$ cat config.mk
export PLATFORM = sky130hd
export DESIGN_NAME = fetch_unit_flat
export DESIGN_NICKNAME = d
export VERILOG_FILES = /design/src/rtl/cpu_pkg.sv /design/src/rtl/fetch_unit_if.sv /design/src/rtl/instr_queue.sv /design/src/rtl/fetch_unit.sv /design/src/flat_wrapper.sv
export SDC_FILE = /design/constraint.sdc
export NUM_CORES = 1
export LEC_CHECK = 0
export CORE_MARGIN = 2
export CORE_UTILIZATION = 50
export DETAILED_ROUTE_END_ITERATION = 10
export HOLD_SLACK_MARGIN = 0.15
export PLACE_DENSITY_LB_ADDON = 0.12
export RECOVER_POWER = 25
export SLEW_MARGIN = 30
export SYNTH_ARGS = -nofsm -noshare
export SYNTH_HDL_FRONTEND = slang
export SYNTH_SLANG_ARGS = --single-unit
$ cat constraint.sdc
create_clock -name clk -period 2.1 [get_ports clk]
set_clock_uncertainty 0.05 [all_clocks]
set_input_delay 0.21 -clock clk [delete_from_list [all_inputs] [get_ports clk]]
set_output_delay 0.21 -clock clk [all_outputs]
set_load 0.005 [all_outputs]
$ cat src/rtl/cpu_pkg.sv
// cpu_pkg: shared fetch-stage types and constants.
//   fetch_state_t : fetch FSM encoding (IDLE/REQ/DROP)
//   iq_entry_t    : instruction-queue entry {pc, instr} at the default 32-bit widths
//   WORD_OFFSET_MASK : byte-offset bits cleared to word-align a PC
package cpu_pkg;
    localparam int ADDR_W = 32;
    localparam int DATA_W = 32;
    localparam int WORD_OFFSET_MASK = 3;
    typedef enum logic [1:0] {
        FETCH_IDLE = 2'd0,
        FETCH_REQ  = 2'd1,
        FETCH_DROP = 2'd2
    } fetch_state_t;
    typedef struct packed {
        logic [ADDR_W-1:0] pc;
        logic [DATA_W-1:0] instr;
    } iq_entry_t;
endpackage

$ cat src/rtl/fetch_unit_if.sv
// fetch_unit_if: instruction-memory read handshake plus decode-side instruction port.
//   imem_req_o/imem_addr_o : read request and word-aligned address (fetch -> memory)
//   imem_ack_i/imem_rdata_i: data return strobe and word (memory -> fetch)
//   ir_valid_o/ir_o/ir_pc_o: queue head instruction and its PC (fetch -> decode)
//   ir_ready_i             : decode accepts the head (decode -> fetch)
interface fetch_unit_if #(
    parameter int ADDR_WIDTH = 32,
    parameter int DATA_WIDTH = 32
);
    logic                  imem_req_o;
    logic [ADDR_WIDTH-1:0] imem_addr_o;
    logic                  imem_ack_i;
    logic [DATA_WIDTH-1:0] imem_rdata_i;
    logic                  ir_valid_o;
    logic                  ir_ready_i;
    logic [DATA_WIDTH-1:0] ir_o;
    logic [ADDR_WIDTH-1:0] ir_pc_o;
    modport master (
        output imem_req_o, imem_addr_o, ir_valid_o, ir_o, ir_pc_o,
        input  imem_ack_i, imem_rdata_i, ir_ready_i
    );
    modport slave (
        input  imem_req_o, imem_addr_o, ir_valid_o, ir_o, ir_pc_o,
        output imem_ack_i, imem_rdata_i, ir_ready_i
    );
endinterface

$ cat src/rtl/instr_queue.sv
// instr_queue: synchronous FIFO with a flush that overrides push/pop.
//   clk, rst_n (async active-low), push, pop, flush, din
//   dout (head entry), count, empty, full
module instr_queue #(
    parameter int W     = 64,
    parameter int DEPTH = 2,
    parameter int CW    = $clog2(DEPTH) + 1
) (
    input  logic          clk,
    input  logic          rst_n,
    input  logic          push,
    input  logic          pop,
    input  logic          flush,
    input  logic [W-1:0]  din,
    output logic [W-1:0]  dout,
    output logic [CW-1:0] count,
    output logic          empty,
    output logic          full
);
    localparam int PW = $clog2(DEPTH);
    logic [W-1:0]  mem [DEPTH];
    logic [PW-1:0] wptr, rptr;
    // Pointers wrap naturally because DEPTH is a power of two.
    always_ff @(posedge clk or negedge rst_n) begin
        if (!rst_n) begin
            for (int i = 0; i < DEPTH; i++) mem[i] <= '0;
            wptr  <= '0;
            rptr  <= '0;
            count <= '0;
        end else if (flush) begin
            wptr  <= '0;
            rptr  <= '0;
            count <= '0;
        end else begin
            if (push) begin
                mem[wptr] <= din;
                wptr      <= wptr + 1'b1;
            end
            if (pop) rptr <= rptr + 1'b1;
            count <= count + CW'(push) - CW'(pop);
        end
    end
    assign dout  = mem[rptr];
    assign empty = (count == '0);
    assign full  = (count == CW'(DEPTH));
endmodule

$ cat src/rtl/fetch_unit.sv
// fetch_unit: issues one instruction-memory read at a time for the current PC and
// queues returned words with their PC for decode; discards work on redirect.
//   clk, RESET (async active-low), pc_i, redirect_i
//   pc_advance_o : fetch completed this cycle, PC may step sequentially
//   bus          : memory handshake and decode port (fetch_unit_if.master)
module fetch_unit
    import cpu_pkg::*;
#(
    parameter int ADDR_WIDTH = 32,
    parameter int DATA_WIDTH = 32,
    parameter int QDEPTH     = 2
) (
    input  logic                  clk,
    input  logic                  RESET,
    input  logic [ADDR_WIDTH-1:0] pc_i,
    input  logic                  redirect_i,
    output logic                  pc_advance_o,
    fetch_unit_if.master          bus
);
    localparam int CW = $clog2(QDEPTH) + 1;
    fetch_state_t                     state;
    logic [CW-1:0]                    count;
    logic                             empty, full, issue, pop;
    logic [ADDR_WIDTH+DATA_WIDTH-1:0] head;
    logic                             unused_ok;
    assign issue        = ~redirect_i & (count < CW'(QDEPTH));
    assign pc_advance_o = (state == FETCH_REQ) & bus.imem_ack_i & ~redirect_i;
    assign pop          = bus.ir_valid_o & bus.ir_ready_i;
    always_ff @(posedge clk or negedge RESET) begin
        if (!RESET) begin
            state           <= FETCH_IDLE;
            bus.imem_req_o  <= 1'b0;
            bus.imem_addr_o <= '0;
        end else begin
            case (state)
                FETCH_IDLE: if (issue) begin
                    bus.imem_req_o  <= 1'b1;
                    bus.imem_addr_o <= pc_i & ~ADDR_WIDTH'(WORD_OFFSET_MASK);
                    state           <= FETCH_REQ;
                end
                // An outstanding read cannot be cancelled; a redirect only marks its data as dead.
                FETCH_REQ: if (bus.imem_ack_i) begin
                    bus.imem_req_o <= 1'b0;
                    state          <= FETCH_IDLE;
                end else if (redirect_i) begin
                    state <= FETCH_DROP;
                end
                FETCH_DROP: if (bus.imem_ack_i) begin
                    bus.imem_req_o <= 1'b0;
                    state          <= FETCH_IDLE;
                end
                default: begin
                    bus.imem_req_o <= 1'b0;
                    state          <= FETCH_IDLE;
                end
            endcase
        end
    end
    instr_queue #(.W(ADDR_WIDTH + DATA_WIDTH), .DEPTH(QDEPTH), .CW(CW)) u_queue (
        .clk   (clk),
        .rst_n (RESET),
        .push  (pc_advance_o),
        .pop   (pop),
        .flush (redirect_i),
        .din   ({bus.imem_addr_o, bus.imem_rdata_i}),
        .dout  (head),
        .count (count),
        .empty (empty),
        .full  (full)
    );
    assign bus.ir_valid_o = ~empty;
    assign bus.ir_pc_o    = head[ADDR_WIDTH+DATA_WIDTH-1:DATA_WIDTH];
    assign bus.ir_o       = head[DATA_WIDTH-1:0];
    // The issue test on count already implies not-full.
    assign unused_ok = &{1'b0, full};
endmodule

$ cat src/flat_wrapper.sv
// flat-port wrapper written by rule: the top's interface ports become plain ports
module fetch_unit_flat import cpu_pkg::*;
#(
    parameter int ADDR_WIDTH = 32,
    parameter int DATA_WIDTH = 32,
    parameter int QDEPTH     = 2
)
  (clk, RESET, pc_i, redirect_i, pc_advance_o, bus_imem_req_o, bus_imem_addr_o, bus_ir_valid_o, bus_ir_o, bus_ir_pc_o, bus_imem_ack_i, bus_imem_rdata_i, bus_ir_ready_i);
  fetch_unit_if #(.ADDR_WIDTH(ADDR_WIDTH), .DATA_WIDTH(DATA_WIDTH)) bus_i ();
  input  logic clk;
  input  logic RESET;
  input  logic [ADDR_WIDTH-1:0] pc_i;
  input  logic redirect_i;
  output logic pc_advance_o;
  output wire logic [$bits(bus_i.imem_req_o)-1:0] bus_imem_req_o;
  output wire logic [$bits(bus_i.imem_addr_o)-1:0] bus_imem_addr_o;
  output wire logic [$bits(bus_i.ir_valid_o)-1:0] bus_ir_valid_o;
  output wire logic [$bits(bus_i.ir_o)-1:0] bus_ir_o;
  output wire logic [$bits(bus_i.ir_pc_o)-1:0] bus_ir_pc_o;
  input wire logic [$bits(bus_i.imem_ack_i)-1:0] bus_imem_ack_i;
  input wire logic [$bits(bus_i.imem_rdata_i)-1:0] bus_imem_rdata_i;
  input wire logic [$bits(bus_i.ir_ready_i)-1:0] bus_ir_ready_i;
  assign bus_imem_req_o = bus_i.imem_req_o;
  assign bus_imem_addr_o = bus_i.imem_addr_o;
  assign bus_ir_valid_o = bus_i.ir_valid_o;
  assign bus_ir_o = bus_i.ir_o;
  assign bus_ir_pc_o = bus_i.ir_pc_o;
  assign bus_i.imem_ack_i = bus_imem_ack_i;
  assign bus_i.imem_rdata_i = bus_imem_rdata_i;
  assign bus_i.ir_ready_i = bus_ir_ready_i;
  fetch_unit #(.ADDR_WIDTH(ADDR_WIDTH), .DATA_WIDTH(DATA_WIDTH), .QDEPTH(QDEPTH)) u_core (.clk(clk), .RESET(RESET), .pc_i(pc_i), .redirect_i(redirect_i), .pc_advance_o(pc_advance_o), .bus(bus_i));
endmodule
# Yosys cells after proc, flatten, opt, wreduce, memory -nomap -nowiden
# Index checks and enable logic that the tools add are counted.
[word_totals]
register_bits = 165
[classes]
n_addsub = 4
magnitude_cmp = 4
n_eq_ne = 6
n_mux = 19
bitwise = 8
reduce_logical = 10
[op_table]
columns = ["cell", "n"]
rows = [
  ["$mux W64", 4],
  ["$bwmux W128", 1],
  ["$demux W64 S1", 1],
  ["$mux W2", 5],
  ["$mux W1", 6],
  ["$pmux W2 S3", 1],
  ["$reduce_and A2 Y1", 3],
  ["$and A1 B1 Y1", 4],
  ["$ge A2 B2 Y1 const B", 2],
  ["$logic_not A2 Y1", 2],
  ["$ne A2 B1 Y1 const B", 2],
  ["$not A1 Y2", 2],
  ["$reduce_bool A2 Y1", 2],
  ["$ne A3 B3 Y1 const B", 1],
  ["$reduce_and A3 Y1", 1],
  ["$add A1 B1 Y1 const B", 2],
  ["$add A2 B1 Y2", 1],
  ["$eq A2 B1 Y1 const B", 1],
  ["$eq A2 B2 Y1 const B", 1],
  ["$lt A2 B1 Y1 const B", 1],
  ["$lt A2 B2 Y1 const B", 1],
  ["$ne A2 B2 Y1 const B", 1],
  ["$not A1 Y1", 2],
  ["$pmux W1 S2", 1],
  ["3 further kinds", 3],
]

# Logic depth before layout (Yosys ltp)
# Gate-level depths: netlist of run 1.
[depth]
depth_word = 6
depth_mapped = 8
depth_no_buf = 8

# Modules after synthesis
# Synthesis of run 1 repeated with hierarchy kept, for this count alone.
[hier_totals]
hier_cells = 456
hier_area_um2 = 7529.7
[by_module_without_submodules]
columns = ["module", "n_inst", "cells_per_inst", "area_per_inst_um2"]
rows = [
  ["instr_queue", 1, 360, 6148.4],
  ["fetch_unit", 1, 96, 1381.3],
]

# Worst setup path before layout of run 1
# Ideal clock, no wire load.
[synth_path]
path_type = "register to register"
from = "reg u_core.state[1]"
to = "reg u_core.u_queue.count[0]"
setup_time_ps = 121
t_arrival_ps = 1523
t_required_ps = 1929
slack_ps = 406
path_stages_with_launch = 8
path_buffers = 0
period_less_slack_ps = 1694
path_cell_list = "dfrtp_1 inv_1 ha_1 nand3b_4 ha_1 inv_1 ha_1 nor2b_1"
[synth_via]
elab_chain_cells = 6
[synth_lines]
columns = ["element", "line_no", "source"]
rows = [
  ["start: declaration", "fetch_unit.sv:21", "fetch_state_t state;"],
  ["start signal: assignment", "fetch_unit.sv:31", "state <= FETCH_IDLE;"],
  ["start signal: assignment", "fetch_unit.sv:39", "state <= FETCH_REQ;"],
  ["start signal: assignment", "fetch_unit.sv:44", "state <= FETCH_IDLE;"],
  ["$eq A2 B1 Y1", "fetch_unit.sv:27", "assign pc_advance_o = (state == FETCH_REQ) & bus.imem_ack_i & ~redirect_i;"],
  ["$and A1 B1 Y1 (2 in a row)", "fetch_unit.sv:27", ""],
  ["$add A2 B1 Y2", "instr_queue.sv:40", "count <= count + CW'(push) - CW'(pop);"],
  ["$sub A2 B1 Y2", "instr_queue.sv:40", ""],
  ["$mux W2", "instr_queue.sv:30", "end else if (flush) begin"],
  ["end signal: assignment", "instr_queue.sv:40", ""],
  ["end: declaration", "instr_queue.sv:16", "output logic [CW-1:0] count,"],
]
# Every way passes these cells.
# A chain may end at the register's enable or synchronous reset.

# Worst setup path after layout of run 1
[layout_path]
from = "reg u_core.u_queue.rptr"
to = "out bus_ir_pc_o[31]"
[layout_via]
elab_chain_cells = 4
[layout_lines]
columns = ["element", "line_no", "source"]
rows = [
  ["start: declaration", "instr_queue.sv:22", "logic [PW-1:0] wptr, rptr;"],
  ["start signal: assignment", "instr_queue.sv:39", "if (pop) rptr <= rptr + 1'b1;"],
  ["$not A1 Y2 (not written as such)", "instr_queue.sv:43", "assign dout = mem[rptr];"],
  ["$mux W64 (not written as such) (3 in a row)", "instr_queue.sv:43", ""],
  ["end: declaration", "flat_wrapper.sv:19", "output wire logic [$bits(bus_i.ir_pc_o)-1:0] bus_ir_pc_o;"],
]
# Every way passes these cells. The select of a mux whose other input is x is not followed.

==> reports/metrics.csv, run 1 <==
metric,value,unit
core-area,13990,µm²
avgSynthCellArea,16.06,µm²
hold_viol_final,0,
p_clk_share,19.1,%
ir_worst_vdd,0.0008740,V
firstDrtPassIters,5,
rsz0062_at_grt,true,
place.gp.congestion,0.6796,
dpl.hpwl,9.804,mm
power.switching,4.103,mW
numClockSinks,161,
die_w,124.1,µm
syn_inst,449,
dieHeight,124.1,µm
path_max_fanout,33,
synth-edff-count,0,
post-route-drc-count,0,
overflow,0,
grt_pass1_wl,23.77,mm
cp.required,1.84,ns
worstSetupPathType,reg2out,
power-per-cell-area,1495,nW/µm²
drt_wl_total,15.00,mm
synth_common_cells,"dfrtp_1 (161), mux2_2 (96), mux2_1 (60), mux2_4 (60)",
fmax,469.8,MHz
seq_power_share,38.6,%
ys_seq_area_share,55.86,%
intPower,10.44,mW
synth.most_common_cell,dfrtp_1,
hold_ws,0.3606,ns
total_leakage_power,4.651,nW
wl_per_cell,18.27,µm
ctsHtreeMaxLevel,4,
dieArea,15400,µm²
insertedDiodeCount,0,
fin_nets,705,
layout_setup_ws,-0.02875,ns
yosysTopAreaCellShare,55.86,%
arrival,1.87,ns
max_slew_margin,37.51,%
end_kind,output port,
critPathLaunchType,flip-flop,
final_max_slew_viol_count,0,
syn2layout_area_growth,34.91,%
layout_min_cycle_time,2.129,ns
grt_max_degree,55,
tightest_slew,0.9374,ns
clockBufferDepth,2,
syn_area,7212,µm²
r2r-end,u_core.bus.imem_addr_o[9]$_DFFE_PN0P_,
port-buffer-count,161,
critPathCapture,bus_ir_pc_o[31],
min_path_type,in2reg,
cts_root_buf,clkbuf_16,
dp_cells,780,
setup_viol,9,
antenna_found_initial,0,
maxCapViolCount,0,
initial_core_util,51.56,%
swShare,28.21,%
synth.largest_area_cell,dfrtp_1,
netlist_top_cells_area,"dfrtp_1 (56%), mux2_2 (15%), mux2_4 (12%)",
dominantRegCellSynth,dfrtp_1,
r2r_cells,7,
yosysWarnings,0,
tritoncts,yes,
critPathLaunch,u_core.u_queue.rptr$_DFFE_PN0P_,
antenna_left,0,
vias,4269,
dr.first_iter.drc_count,137,
r2r-start,u_core.state[1]$_DFFE_PN0P_,
ys_ff_latch,161,
status,"complete, but fails checks",
synth.distinct_cells,33,
layout-drive-gt1-share,33.70,%
synth-async-reset-ratio,100.0,%
ios,168,
worstSkewPairLatency,0.41,ns
cts_buffers,17,
viasPerCell,5.200,
fin_cells,821,
violations,negative setup slack,
grt_pass1_vias,4726,
combPwrFrac,42.3,%
grt.total_usage,20.31,%
cts.reportedPaths.clkPinSlew,0.06,ns
rows,43,
min_period_over_period,101.4,%
r2r_slack,0.11,ns
final cells by class:
type | instances | area [µm²]
clock buffers | 24 | 461.7
clock inverters | 6 | 60.06
fillers | 991 | 4259
inverters | 5 | 18.77
multi-input cells | 258 | 3040
flip-flops and latches | 161 | 4030
well taps | 180 | 225.2
repair buffers | 187 | 1893
through the flow:
stage	utilization, %	power [mW]	setup WS, ns	instance area, µm²	setup TNS [ns]
after floorplan	-	8.707	0.4056	7223	0
after detailed placement	65.00	12.03	0.1404	9092	0
after global routing	69.55	15.48	-0.1003	9729	-5.755
final	69.55	14.55	-0.02875	9729	-0.1365
after CTS	69.03	14.68	-0.07008	9657	-1.246
after global placement	65.00	11.77	0.1899	9092	0
power groups by stage:
stage,sequential (mW),combinational [mW],clock (mW)
2_1_floorplan,5.33,3.38,0
3_3_place_gp,5.48,6.28,0
3_5_place_dp,5.63,6.41,0
4_1_cts,5.61,6.23,2.85
5_1_grt,5.81,6.68,2.99
6_report,5.61,6.16,2.78
sequential cells by signal, summed over array words and instances (netlist names):
register	flops
u_core.bus.imem_addr_o	30
u_core.bus.imem_req_o	1
u_core.state	2
u_core.u_queue.count	2
u_core.u_queue.mem	124
u_core.u_queue.rptr	1
u_core.u_queue.wptr	1
timing repair:
| action | in CTS | in global routing |
|---|---|---|
| hold buffers | 1 | 0 |
| cloned | 1 | 0 |
| endpoints found under the hold margin | 161 | 0 |
| gates resized for setup | 54 | 17 |
| buffers inserted | 2 | 7 |
| pin swaps | 0 | 0 |
| setup endpoints to repair | 63 | 21 |
worst min-delay path by stage:
stage / end / startpoint / cells past startpoint / slack, ns
global route: u_core.bus.imem_addr_o[12]$_DFFE_PN0P_ / pc_i[12] / 2 / 0.35
global placement: u_core.u_queue.mem[2]$_DFFE_PN0P_ / RESET / 1 / 0.09
detailed placement: u_core.u_queue.mem[2]$_DFFE_PN0P_ / RESET / 1 / 0.09
CTS: u_core.u_queue.mem[67]$_DFFE_PN0P_ / RESET / 2 / 0.23
floorplan: u_core.bus.imem_addr_o[10]$_DFFE_PN0P_ / RESET / 0 / -0.14
finish: u_core.bus.imem_addr_o[14]$_DFFE_PN0P_ / pc_i[14] / 2 / 0.36
critical path, stage by stage (launching register included):
cell	delay (ns)
dfrtp_2	0.40
buf_12	0.25
mux2_2	0.36
clkdlybuf4s50_1	0.44
kinds of logic after synthesis:
group                    count (synthesis)  synth area share, %
buffers and inverters                   33                3.036
other                                    1              0.05200
XOR/XNOR                                 4               0.4859
AND/OR/NAND/NOR                         20                1.908
flip-flops                             161                55.86
multiplexers                           216                36.85
AO/OA/AOI/OAI                            8               0.7633
adder cells (fa/ha/maj)                  6                1.041
layout by cell type (no fill, tap or decap), types with 2 or more instances in the layout:
cell	n
a31oi_1	2
buf_12	7
buf_4	14
clkbuf_1	6
clkbuf_16	17
clkbuf_4	2
clkdlybuf4s50_1	106
clkinv_2	3
clkinvlp_4	2
conb_1	4
dfrtp_1	160
dlygate4sd2_1	42
dlymetal6s2s_1	12
ha_1	5
inv_1	3
inv_2	2
mux2_1	60
mux2_2	85
mux2_4	71
nand2_1	3
nand2b_1	2
nor2_1	3
nor2b_1	2
or2_2	2
or3_1	2
xnor2_1	2
xor2_1	2
routing by layer:
metal	up-vias	GRT usage, %	wire (µm)
li1	1943	-	-
met1	2206	24.39	6460
met2	110	34.87	7515
met3	10	6.914	876
met4	0	5.478	146
met5	-	0	0
Note: power is estimated with default switching activity, not from simulation.
==> run 2: changes to the inputs <==
CELL_PAD_IN_SITES_DETAIL_PLACEMENT = 0   (was default)
CELL_PAD_IN_SITES_GLOBAL_PLACEMENT = 1   (was default)
CORE_UTILIZATION = 41   (was 50)
MAX_ROUTING_LAYER = met4   (was default)
==> run 2 against run 1 <==
The run still ends with negative setup slack left. Cell area rose by 2.1%. Total power rose by 5.3%. Clock-buffer cell count fell by 4. Cell count rose by 5.5%. Sequential power barely moved. Utilization fell by 12 points. Hold slack got worse by 0.011 ns. Wire length rose by 1.9%. Sequential cell count did not move. Die area rose by 21%. Largest cell class unchanged.
==> reports/metrics.csv, run 2 (synthesis gave the netlist of run 1 again) <==
metric,value,unit
status,"complete, but fails checks",
violations,negative setup slack,
fmax,470.1,MHz
setup_viol,15,
worstSetupPathType,reg2out,
layout-drive-gt1-share,34.48,%
critical-path-top-delay-family,buffers and inverters,
grt_pass1_vias,4729,
place.gp.congestion,0.7478,
clockBufferDepth,2,
largest_reg_flops,124,
crit_chain,"buf_4, clkbuf_16, mux2_2, dlygate4sd2_1",
cts.reportedPaths.clkPinSlew,0.06,ns
dieArea,18670,µm²
port-buffer-count,161,
ctsHtreeMaxLevel,4,
largest_register,u_core.u_queue.mem,
min_path_type,in2reg,
firstDrtPassIters,3,
insertedDiodeCount,0,
fin_cells,866,
path_max_fanout,13,
core-area,17240,µm²
cp.required,1.84,ns
fin_nets,703,
dpl.hpwl,9.982,mm
wl_per_cell,17.65,µm
setup_tns,-0.1590,ns
crit_slowest_cell,dfrtp_2,
grt.total_usage,17.41,%
top_regs,"u_core.u_queue.mem: 124 flops, u_core.bus.imem_addr_o: 30 flops",
ios,168,
rsz0062_at_grt,true,
antenna_found_initial,0,
dr.first_iter.drc_count,141,
path_buf_inv,3,
cts_root_buf,clkbuf_16,
initial_core_util,41.84,%
dp_cells,826,
dpl_worst_slack,0.1811,ns
ir_worst_vdd,0.0006722,V
drt_wl_total,15.29,mm
max_stage_delay,0.48,ns
cts_buffers,17,
vias,4291,
mostFrequentLayoutCells,"dfrtp_1 (160), clkdlybuf4s50_1 (101), mux2_2 (95)",
grt_pass1_wl,24.34,mm
final_common_cell,dfrtp_1,
max_slew_margin,34.60,%
hold_viol_final,0,
tritoncts,yes,
min_period_over_period,101.3,%
numClockSinks,161,
power-per-cell-area,1542,nW/µm²
syn2layout_area_growth,37.75,%
post-route-drc-count,0,
antenna_left,0,
viasPerCell,4.955,
die_w,136.6,µm
layout_min_cycle_time,2.127,ns
grt_max_degree,61,
arrival,1.87,ns
tightest_slew,0.9811,ns
final_max_slew_viol_count,0,
worstSkewPairLatency,0.41,ns
dieHeight,136.6,µm
finalPower,15.32,mW
end_kind,output port,
layout_setup_ws,-0.02734,ns
critPathLaunchType,flip-flop,
design_area,9935,µm²
rows,48,
overflow,0,
maxCapViolCount,0,
dpl_cell_area,9156,µm²
total_leakage_power,4.727,nW
## run 2: changes by cell type in the layout (fill, tap and decap cells not counted), moves of 3 or more
cell | previous run | this run
mux2_2 | 85 | 95
bufinv_16 | 1 | 7
buf_4 | 14 | 10
mux2_4 | 71 | 61
clkinv_2 | 3 | 0
dlygate4sd2_1 | 42 | 45
clkbuf_1 | 6 | 1
clkdlybuf4s50_1 | 106 | 101
## run 2: area by class of cell
class | instances | area, µm²
timing repair buffer | 185 | 1899
tap | 225 | 281.5
clock buffer | 20 | 456.7
sequential | 161 | 4030
inverter | 5 | 18.77
multi-input combinational | 258 | 2997
fill | 1354 | 7302
clock inverter | 12 | 251.5
## run 2: final timing paths
kind | from | endpoint | slack, ns | depth (start not counted)
max in group asynchronous | RESET | u_core.u_queue.mem[86]$_DFFE_PN0P_ | 0.35 | 3
worst max-delay path | u_core.u_queue.rptr$_DFFE_PN0P_ | bus_ir_o[30] | -0.03 | 4
worst min register to register | u_core.u_queue.mem[82]$_DFFE_PN0P_ | u_core.u_queue.mem[82]$_DFFE_PN0P_ | 0.43 | 1
worst min-delay path | pc_i[17] | u_core.bus.imem_addr_o[17]$_DFFE_PN0P_ | 0.35 | 2
min in group asynchronous | RESET | u_core.u_queue.mem[3]$_DFFE_PN0P_ | 0.44 | 2
worst max register to register | u_core.state[0]$_DFFE_PN0P_ | u_core.bus.imem_addr_o[10]$_DFFE_PN0P_ | 0.21 | 5
## run 2: repair_timing
| action | CTS | global route |
|---|---|---|
| setup buffers | 2 | 4 |
| hold buffers | 1 | 0 |
| gates resized for setup | 50 | 16 |
| endpoints found under the setup margin | 58 | 18 |
| gates cloned | 0 | 1 |
| hold endpoints to repair | 161 | 0 |
## run 2: power by group
part	internal (mW)	switching, mW	total [mW]	leakage (nW)
logic	4.07	1.97	6.04	2.41
registers	4.63	0.981	5.61	1.98
clock network	2.42	1.24	3.66	0.337
total	11.1	4.19	15.3	4.73
## run 2: layer usage
| metal | track usage (%) | wire [µm] |
|---|---|---|
| met3 | 3.889 | 828 |
| met4 | 6.076 | 200 |
| met2 | 27.39 | 7233 |
| met1 | 22.28 | 7025 |
| met5 | - | 0 |
## run 2: per-stage QoR
step	hold WS [ns]	utilization [%]
floorplan	-0.1356	-
global placement	0.1011	53.12
detailed placement	0.1041	53.12
CTS	0.2191	57.16
global route	0.3414	57.64
finish	0.3493	57.64
==> run 3: changes to the inputs <==
CORE_UTILIZATION = 42   (was 41)
SYNTH_HIERARCHICAL = 1   (was default)
==> run 3 against run 2 <==
The run now ends clean. Cell area grew 1.3%. Critical path depth is the same. Global-route usage grew 0.059 points. Utilization grew 0.12 points. First-iteration DRC count shrank 5.0%. Sequential share of layout area grew 0.49 points. Synthesized cell count grew 1.3%. Register-to-register slack lost 0.09 ns. Die area grew 1.8%. Sequential cell count grew 4. Via count grew 0.49%. Clock-buffer cell count grew 1. Largest cell class unchanged. Largest power group unchanged.
==> reports/metrics.csv, run 3 <==
metric,value,unit
final_common_cell,dfrtp_1,
final_max_slew_viol_count,0,
drt_wl_total,15.94,mm
rsz0062_at_grt,true,
ios,168,
top_regs,"u_core/u_queue/mem: 128 flops, u_core/bus.imem_addr_o: 30 flops",
min_path_type,in2reg,
numClockSinks,165,
path_max_fanout,16,
setup_viol,0,
dieHeight,137.8,µm
vias,4312,
maxCapViolCount,0,
met2_usage,27.39,%
grt_max_degree,62,
cts.reportedPaths.clkPinSlew,0.07,ns
use_met1,22.07,%
insertedDiodeCount,0,
place.gp.congestion,0.7331,
fin_nets,717,
r2r_slack,0.12,ns
dpl.hpwl,10.20,mm
finalPower,14.12,mW
end_kind,output port,
status,finished clean,
yosysWarnings,6,
critPathLaunchType,flip-flop,
syn2layout_area_growth,33.71,%
ir_worst_vdd,0.0006813,V
overflow,0,
max_slew_margin,8.378,%
cp.required,1.84,ns
fin_cells,879,
antenna_left,0,
dieArea,19000,µm²
mostFrequentLayoutCells,"dfrtp_1 (164), mux2_2 (136), clkdlybuf4s50_1 (97)",
grt_pass1_wl,24.67,mm
initial_core_util,43.20,%
use_met3,4.673,%
grt.total_usage,17.47,%
firstDrtPassIters,4,
ctsHtreeMaxLevel,4,
cts_buffers,17,
layout-drive-gt1-share,42.81,%
tightest_slew,1.374,ns
fmax,488.6,MHz
hold_path_depth,2,
layout_min_cycle_time,2.046,ns
port-buffer-count,163,
cts_root_buf,clkbuf_16,
viasPerCell,4.906,
core-area,17420,µm²
antenna_found_initial,0,
worstSetupPathType,reg2out,
arrival,1.79,ns
postLayoutCoreUtil,57.76,%
hold_viol_final,0,
total_leakage_power,4.874,nW
rows,48,
largest_reg_flops,128,
largest_register,u_core/u_queue/mem,
avgSynthCellArea,16.54,µm²
min_period_over_period,97.45,%
post-route-drc-count,0,
power-per-cell-area,1404,nW/µm²
dp_cells,838,
tritoncts,yes,
grt_pass1_vias,4729,
die_w,137.8,µm
dr.first_iter.drc_count,134,
top_usage_layer,met2,
clockBufferDepth,2,
r2r_cells,8,
wl_per_cell,18.14,µm
fill_cells,1427,
syn_inst,455,
worstSkewPairLatency,0.42,ns
syn_area,7523,µm²
run 3: worst max-delay path, cell delays in order (launching register included):
cell and delay, ns:
dfrtp_2 0.44, buf_6 0.13, clkbuf_16 0.18, mux2_2 0.34, dlygate4sd2_1 0.27
run 3: metrics by stage:
stage	hold WS, ns	cell area, µm²	worst slack (ns)	TNS [ns]
after global routing	0.3376	10060	-0.01694	-0.1844
after detailed placement	0.1812	9368	0.05449	0
final	0.3412	10060	0.05352	0
after floorplan	-0.1356	7542	0.1159	0
after global placement	0.1713	9368	0.06348	0
after CTS	0.3168	9937	-0.1203	-0.9049
run 3: area by class of cell:
class	instances	area (µm²)	share of cell area [%]
Clock buffer	21	460.4	4.577
Clock inverter	10	107.6	1.070
Inverter	7	26.28	0.2612
Multi-Input combinational cell	262	3117	30.98
Sequential cell	165	4130	41.06
Tap cell	225	281.5	2.799
Timing Repair Buffer	189	1937	19.25
run 3: power by group:
part           internal, mW  leakage (nW)  switching, mW
clock                  1.80         0.274           1.22
sequential             4.49          2.10          0.866
combinational          3.89          2.50           1.87
run 3: per-layer routing:
layer / up-vias / part of all wire (%) / routed length [µm]
li1: 1977 / - / -
met1: 2215 / 45 / 7138
met2: 104 / 48 / 7722
met3: 16 / 5.4 / 860
met4: 0 / 1.4 / 221
met5: - / 0 / 0
run 3: worst paths after layout:
check / startpoint / to
worst max register to register: u_core/state[1]$_DFFE_PN0P_ / u_core/u_queue/mem[84]$_DFFE_PN0P_
worst min register to register: u_core/u_queue/mem[93]$_DFFE_PN0P_ / u_core/u_queue/mem[93]$_DFFE_PN0P_
worst max-delay path: u_core/u_queue/rptr$_DFFE_PN0P_ / bus_ir_pc_o[4]
max in group asynchronous: RESET / u_core/bus.imem_addr_o[23]$_DFFE_PN0P_
worst min-delay path: pc_i[8] / u_core/bus.imem_addr_o[8]$_DFFE_PN0P_
min in group asynchronous: RESET / u_core/u_queue/mem[25]$_DFFE_PN0P_
run 3: timing repair:
| action | 4_1_cts | 5_1_grt |
|---|---|---|
| endpoints found under the setup margin | 65 | 12 |
| cloned | 0 | 2 |
| hold endpoints to repair | 57 | 0 |
| hold buffers | 1 | 0 |
| resized for setup | 70 | 19 |
| setup buffers | 1 | 6 |
